**src/rtl/fp_div_sched_pkg.sv**
```systemverilog
// Shared types and helpers for the divider scheduler.
package fp_div_sched_pkg;

    // Tag id field is sized for the widest requester count the scheduler supports.
    localparam int unsigned TAG_ID_W = 8;

    function automatic int unsigned id_w(input int unsigned n);
        return (n > 1) ? $clog2(n) : 1;
    endfunction

    typedef struct packed {
        logic                valid;
        logic [TAG_ID_W-1:0] id;
    } div_tag_t;

endpackage

```
**src/rtl/rr_arbiter.sv**
```systemverilog
// Round-robin arbiter: one-hot grant scanning upward from the last winner.
module rr_arbiter
    import fp_div_sched_pkg::*;
#(
    parameter int unsigned N = 4
) (
    input  logic         clk,
    input  logic         rst_n,
    input  logic [N-1:0] req,
    input  logic         en,
    output logic [N-1:0] grant
);

    localparam int unsigned PTR_W = id_w(N);

    logic [PTR_W-1:0] ptr_q;
    logic [PTR_W-1:0] ptr_d;
    logic [PTR_W-1:0] sel;
    logic             found;

    // First requester after the pointer wins; scanning k = N lands back on the pointer itself.
    always_comb begin
        grant = '0;
        ptr_d = ptr_q;
        sel   = '0;
        found = 1'b0;
        for (int unsigned k = 1; k <= N; k++) begin
            sel = PTR_W'((32'(ptr_q) + k) % N);
            if (en && !found && req[sel]) begin
                grant[sel] = 1'b1;
                ptr_d      = sel;
                found      = 1'b1;
            end
        end
    end

    always_ff @(posedge clk or negedge rst_n) begin
        if (!rst_n) begin
            ptr_q <= PTR_W'(N - 1);
        end else begin
            ptr_q <= ptr_d;
        end
    end

endmodule

```
**src/rtl/fp_div_scheduler.sv**
```systemverilog
// Shares one fixed-latency pipelined FP divider between NUM_REQ requesters,
// steering each result back through a tag pipeline that shadows the divider.
module fp_div_scheduler
    import fp_div_sched_pkg::*;
#(
    parameter int unsigned WIDTH   = 32,
    parameter int unsigned LATENCY = 28,
    parameter int unsigned NUM_REQ = 4
) (
    input  logic                     clk,
    input  logic                     rst_n,
    input  logic [NUM_REQ-1:0]       req_valid,
    input  logic [NUM_REQ*WIDTH-1:0] req_a,
    input  logic [NUM_REQ*WIDTH-1:0] req_b,
    output logic [NUM_REQ-1:0]       req_ready,
    input  logic                     hold,
    output logic [NUM_REQ-1:0]       resp_valid,
    output logic [WIDTH-1:0]         resp_o,
    output logic [WIDTH-1:0]         div_a,
    output logic [WIDTH-1:0]         div_b,
    output logic                     div_ready,
    output logic                     div_rst,
    input  logic [WIDTH-1:0]         div_o,
    input  logic                     div_valid,
    output logic                     busy,
    output logic                     err_sync
);

    localparam int unsigned ID_W = id_w(NUM_REQ);

    logic [NUM_REQ-1:0] grant;
    logic [ID_W-1:0]    grant_id;
    logic [WIDTH-1:0]   sel_a;
    logic [WIDTH-1:0]   sel_b;
    logic [ID_W-1:0]    issue_id_q;
    div_tag_t           tag_q [LATENCY];
    div_tag_t           tag_out;
    logic               busy_d;

    rr_arbiter #(.N(NUM_REQ)) u_arb (
        .clk   (clk),
        .rst_n (rst_n),
        .req   (req_valid),
        .en    (~hold & rst_n),
        .grant (grant)
    );

    assign req_ready = grant;
    assign div_rst   = ~rst_n;

    // Encode the one-hot grant and pick the winning operand slices.
    always_comb begin
        grant_id = '0;
        sel_a    = '0;
        sel_b    = '0;
        for (int i = 0; i < int'(NUM_REQ); i++) begin
            if (grant[i]) begin
                grant_id = ID_W'(i);
                sel_a    = req_a[i*WIDTH +: WIDTH];
                sel_b    = req_b[i*WIDTH +: WIDTH];
            end
        end
    end

    // Issue register; operands hold their last value when nothing is granted.
    always_ff @(posedge clk or negedge rst_n) begin
        if (!rst_n) begin
            div_ready  <= 1'b0;
            div_a      <= '0;
            div_b      <= '0;
            issue_id_q <= '0;
        end else begin
            div_ready <= |grant;
            if (|grant) begin
                div_a      <= sel_a;
                div_b      <= sel_b;
                issue_id_q <= grant_id;
            end
        end
    end

    // Tag shadow pipeline, entered while the divider samples its operands.
    always_ff @(posedge clk or negedge rst_n) begin
        if (!rst_n) begin
            for (int k = 0; k < int'(LATENCY); k++) begin
                tag_q[k] <= '0;
            end
        end else begin
            tag_q[0] <= '{valid: div_ready, id: TAG_ID_W'(issue_id_q)};
            for (int k = 1; k < int'(LATENCY); k++) begin
                tag_q[k] <= tag_q[k-1];
            end
        end
    end

    assign tag_out = tag_q[LATENCY-1];

    always_comb begin
        resp_valid = '0;
        for (int i = 0; i < int'(NUM_REQ); i++) begin
            resp_valid[i] = tag_out.valid && (tag_out.id == TAG_ID_W'(i));
        end
    end

    assign resp_o = div_o;

    // Next-cycle occupancy: what the issue register and tag stages will hold after this edge.
    always_comb begin
        busy_d = (|grant) | div_ready;
        for (int k = 0; k < int'(LATENCY) - 1; k++) begin
            busy_d = busy_d | tag_q[k].valid;
        end
    end

    always_ff @(posedge clk or negedge rst_n) begin
        if (!rst_n) begin
            busy     <= 1'b0;
            err_sync <= 1'b0;
        end else begin
            busy     <= busy_d;
            err_sync <= err_sync | (tag_out.valid ^ div_valid);
        end
    end

endmodule

```
**config.mk**
```make
export PLATFORM = sky130hd
export DESIGN_NAME = fp_div_scheduler
export DESIGN_NICKNAME = d
export VERILOG_FILES = /design/src/rtl/fp_div_sched_pkg.sv /design/src/rtl/rr_arbiter.sv /design/src/rtl/fp_div_scheduler.sv
export SDC_FILE = /design/constraint.sdc
export NUM_CORES = 1
export LEC_CHECK = 0
export ABC_AREA = 0
export CAP_MARGIN = 10
export CORE_AREA = 2 2 158 160
export DETAILED_ROUTE_END_ITERATION = 8
export DIE_AREA = 0 0 160 162
export GPL_ROUTABILITY_DRIVEN = 1
export PLACE_DENSITY = 0.66
export SYNTH_ARGS = -nofsm -noshare
export SYNTH_HDL_FRONTEND = slang
export SYNTH_SLANG_ARGS = --single-unit
```
**constraint.sdc**
```tcl
create_clock -name clk -period 4.2 [get_ports clk]
set_clock_uncertainty 0.15 [all_clocks]
set_input_delay 0.42 -clock clk [delete_from_list [all_inputs] [get_ports clk]]
set_output_delay 0.42 -clock clk [all_outputs]
set_load 0.05 [all_outputs]
```
Word-level counts from Yosys, hierarchy flattened:

Index checks and enable logic that the tools add are counted.

* register bits: 155

* eq/ne operators: 3
* bitwise gates (word level): 36
* $lt $le $gt $ge: 8
* $add $sub $neg: 4
* mux-type cells: 38
* reduce and logical (&&, ||, !) cells: 21

Operator list (number)
* 32-bit two-way mux: 8
* 1-bit OR: 29
* 4-bit two-way mux: 4
* 1-bit logical AND: 15
* 2-bit by 3-bit less-than comparator with 1-bit output, second input constant: 4
* 1-bit two-way mux: 12
* 2-bit two-way mux: 6
* 4-bit OR: 3
* 1-bit binary-select mux with 2-bit select: 4
* 1-bit demux with 2-bit select: 4
* 2-bit by 1-bit >= comparator with 1-bit output, second input constant: 4
* 8-bit zero test: 1
* 2-bit by 1-bit adder with 2-bit output, second input constant: 2
* 2-bit adder, second input constant: 2
* 2-bit == test, second input constant: 2
* 4-bit nonzero test: 1
* 4-bit OR reduction: 1
* 1-bit zero test: 3
* 2-bit by 1-bit == test with 1-bit output, second input constant: 1
* 1-bit inverter: 2
* 1-bit AND: 1
* 1-bit bitwise XOR: 1

Depth between registers and ports, before layout:

* depth after elaboration: 46
* depth in mapped cells: 13
* mapped depth without buffers: 10

Cells and area by module:

A second synthesis with hierarchy kept.

* cell total of the unflattened synthesis: 774
* area total of the unflattened synthesis: 7463.4 um^2

Modules (own cells, without submodules)
* fp_div_scheduler: cells an instance 717, seq. area each 3828.7 um^2, instances 1, area an instance 6945.4 um^2
* rr_arbiter: cells an instance 57, seq. area each 52.6 um^2, instances 1, area an instance 518.0 um^2

Worst setup path after synthesis:

Ideal clock, no wire load.

* kind: register to register
* start point: register u_arb.ptr_q[0]
* end point: register div_a[22]
* cell stages (with the launch flop): 13
* period minus slack after synthesis: 3494 ps
* arrival time: 3240 ps
* setup time: 104 ps
* path slack: 706 ps
* cells stage by stage: dfstp_2 > buf_4 > inv_1 > ha_1 > clkbuf_2 > mux4_2 > nand2b_2 > nor3_4 > a221oi_4 > inv_2 > clkbuf_1 > a21oi_1 > a221oi_1

* elaborated cells on any way between the ends: 57

RTL lines
* start: declaration: RTL line rr_arbiter.sv:16 `logic [PTR_W-1:0] ptr_q;`
* start signal: assignment: RTL line rr_arbiter.sv:39 `ptr_q <= PTR_W'(N - 1);`
* start signal: assignment: RTL line rr_arbiter.sv:41 `ptr_q <= ptr_d;`
* branches (longest 16 deep; another with 2-bit by 3-bit less-than comparator with 1-bit output)
* 4-bit two-way mux (*): RTL line rr_arbiter.sv:29 `if (en && !found && req[sel]) begin`
* via req_ready[2]: RTL line fp_div_scheduler.sv:15 `output logic [NUM_REQ-1:0] req_ready,`
* 32-bit two-way mux (2 in series): RTL line fp_div_scheduler.sv:57 `if (grant[i]) begin`
* end signal: assignment: RTL line fp_div_scheduler.sv:75 `div_a <= sel_a;`
* end: declaration: RTL line fp_div_scheduler.sv:19 `output logic [WIDTH-1:0] div_a,`

Mark *: on every way through the listed nets, which the timed path passes. The select of a mux whose other input is x is not followed.
A chain may end at the register's enable or synchronous reset.

Worst setup path after layout:

* start point: register u_arb.ptr_q[0]
* end point: output req_ready[2]

* cells in the longest elaborated chain, start to end: 17
* elaborated cells on any way between the ends: 52

RTL lines (RTL line)
* branches (longest 16 deep; another with 2-bit by 3-bit less-than comparator with 1-bit output)
* 4-bit two-way mux (*): rr_arbiter.sv:29
* end: declaration: fp_div_scheduler.sv:15

Every way passes the cells marked *. The select of a mux whose other input is x is not followed.

==> metrics.txt <==
pre-CTS setup slack approximately 0.30 ns; P_sw 0.00395 W; number of DRC markers after the initial detailed-route iteration 729; max-slew violation count 0; Static Leak 4.95 nW; Period minus WS final just under 4 ns; Power Internal a little under 0.005 W; ordered list of cells on the worst path inv_1 -> ha_1 -> mux4_2 -> nand2b_2 -> nor3_4 -> a221oi_4 -> inv_2 -> buf_16 -> buf_12; Initial Util 31.4%; CTS buffer count 17; post-synthesis register bit count between 150 and 200; Syn Inst Count just over 700; net count after synthesis 1027; Max stage delay cell, worst path dfstp_4; WP buf/inv 4; Core Region approximately 24000 um^2; setup_tns 0 ns; Sequential Power Share 29.4%; commonest non-fill, non-tap cell in the layout clkdlybuf4s50_1; Synth cell types 44; Post-CTS Setup Inserts 0; DP Wirelength about 18 mm; vias 7289; Max Clock Freq between 200 and 300 MHz; CTS root buf clkbuf_16; Via density about 5.5; TritonCTS clock tree done; Die Ht between 150 and 200 um; HP Class flop to flop; Sw Ratio around 45%; Final Wtd Congestion about 0.86; actual slew at the worst max-slew pin 0.989 ns; final worst path period share 94.2%; CP arrival about 3.4 ns; Required @ worst endpoint 3.63 ns; site row count 57; R2R setup slack 0.29 ns; CP max FO 66; final worst slack between 0.2 and 0.25 ns; Startpoint Class flop; CP delay by family, top buffers and inverters; Crit Path Category flop to output pin; layout cells sized above 1 around 7.4%; status complete, no violations; Filler cells approximately 2300; overall power 0.00885 W; Sink Count between 150 and 200; cell area after placement about 11000 um^2; synthesized area 7570 um^2; number of buffers added on ports approximately 340; fin nets 1298; Global Route Usage Sum a little over a fifth; number of global-route vias before repair about 7700; Antenna Nets Post-Route 0; maximum clock insertion buffer count 2; first-pass GRT wire length around 43 mm; DIE AREA between 20000 and 30000 um^2; Hold Violations, Final 0; final wirelength 28.2 mm; Syn-to-layout area delta 53.9%; Seq/Total Area, Yosys between 50% and 60%; most frequent cells in the layout clkdlybuf4s50_1 (334), dfrtp_1 (153), inv_1 (69), a21oi_1 (69), nor2_1 (66); Worst-Skew Late Latency ~0.43 ns; RSZ-0062 raised after global routing no; Synth Warn # 0; I/O pin count 404; clock slew at reported path FFs ~0.07 ns; GR Overflow Total 0; final setup vio count 0; syn avg cell area 10.5 um^2; initial antenna violation count 1; clock share of power about 18%; Residual DRC 0; largest net degree at the start of global routing around 80; endpoint type of the worst setup path output pin; WL/cell roughly 21 um; drt first pass iters 5; htree depth 4; logic gate share of total power between 50% and 60%; Cell Pwr Density 759 nW/um^2; Largest stage delay, worst path 0.71 ns; max_cap viols 0; chip width between 150 and 200 um; Rel. slew slack approximately a third; final instance area ~12000 um^2; Max VDD drop between 0.3 and 0.4 mV
Yosys cell counts, drive strengths merged:
cell type | instances | share of area, %
dfrtp | 153 | 51
buf | 78 | 6.8
inv | 73 | 3.6
a21oi | 69 | 4.6
a221oi | 67 | 8.1
nor2 | 66 | 3.3
o221ai | 64 | 7.4
or4 | 64 | 6.3
clkbuf | 26 | 1.3
ha | 8 | 1.3
nor4 | 8 | 0.74
nand2 | 6 | 0.30
mux4 | 4 | 1.2
nand2b | 4 | 0.36
nand3 | 4 | 0.26
mux2i | 3 | 0.40
nand3b | 3 | 0.30
nor3 | 3 | 0.41
nor3b | 3 | 0.36
dfstp | 2 | 0.69
o21ai | 2 | 0.13
xnor2 | 2 | 0.23
a22oi | 1 | 0.17
and3 | 1 | 0.083
and3b | 1 | 0.12
and4bb | 1 | 0.17
nand4 | 1 | 0.083
nor2b | 1 | 0.083
nor4b | 1 | 0.20
o211ai | 1 | 0.099
o21bai | 1 | 0.099
o32ai | 1 | 0.12
or3 | 1 | 0.083
metrics by stage:
step | hold WS, ns | cells | utilization (%)
finish | 0.193 | 1332 | 48.3
global route | 0.203 | 1331 | 48.3
CTS | 0.192 | 1331 | 48.3
detailed placement | 0.118 | 1298 | 45.7
global placement | 0.114 | 1298 | 45.7
floorplan | -0.0256 | 723 | -
final timing paths:
| check | from | end | cells past startpoint |
|---|---|---|---|
| max reg2reg | u_arb.ptr_q[0] | div_b[15] | 9 |
| min reg2reg | tag_q[46] | tag_q[37] | 0 |
| max in group asynchronous | rst_n | tag_q[46] | 4 |
| max | u_arb.ptr_q[0] | req_ready[2] | 9 |
| min | tag_q[46] | tag_q[37] | 0 |
| min in group asynchronous | rst_n | issue_id_q[1] | 2 |
state kept, by name (all words and copies together) (netlist names):
register,flops
tag_q,81
issue_id_q,2
err_sync,1
div_ready,1
tag_out,3
div_a,32
div_b,32
busy,1
u_arb.ptr_q,2
cell type report:
class,instances,area [um^2],area share [%]
flip-flops and latches,155,3880,33.3
repair buffers,356,3610,31.0
multi-input cells,391,2860,24.6
clock buffers,17,425,3.65
well taps,324,405,3.48
inverters,73,274,2.35
clock inverters,15,190,1.63
diodes,1,2.50,0.0215
cells by family after synthesis:
kind of cell / count (synthesis) / share of synthesized area, %
buf+inv: 177 / 11.7
mux: 7 / 1.59
flops: 155 / 51.2
simple gates: 168 / 13.2
xor+xnor: 2 / 0.231
compound gates: 206 / 20.7
fa+ha+maj: 8 / 1.32
routing by layer:
metal,GRT usage (%),part of all wire [%]
met1,26.5,41
met2,34.9,47
met3,6.28,8.1
met4,8.93,3.1
met5,0,0
power groups by stage:
stage          sequential [W]  combinational [W]  clock, W
5_1_grt               0.00269            0.00494   0.00172
3_3_place_gp          0.00260            0.00459         0
3_5_place_dp          0.00262            0.00462         0
4_1_cts               0.00261            0.00463   0.00166
2_1_floorplan         0.00360            0.00212         0
6_report              0.00260            0.00464   0.00161
timing repair:
item / in CTS / in global routing
hold buffers: 1 / 0
endpoints found under the setup margin: 0 / 2
resized for setup: 0 / 3
hold endpoints to repair: 17 / 0
(Power assumes the default switching activity.)
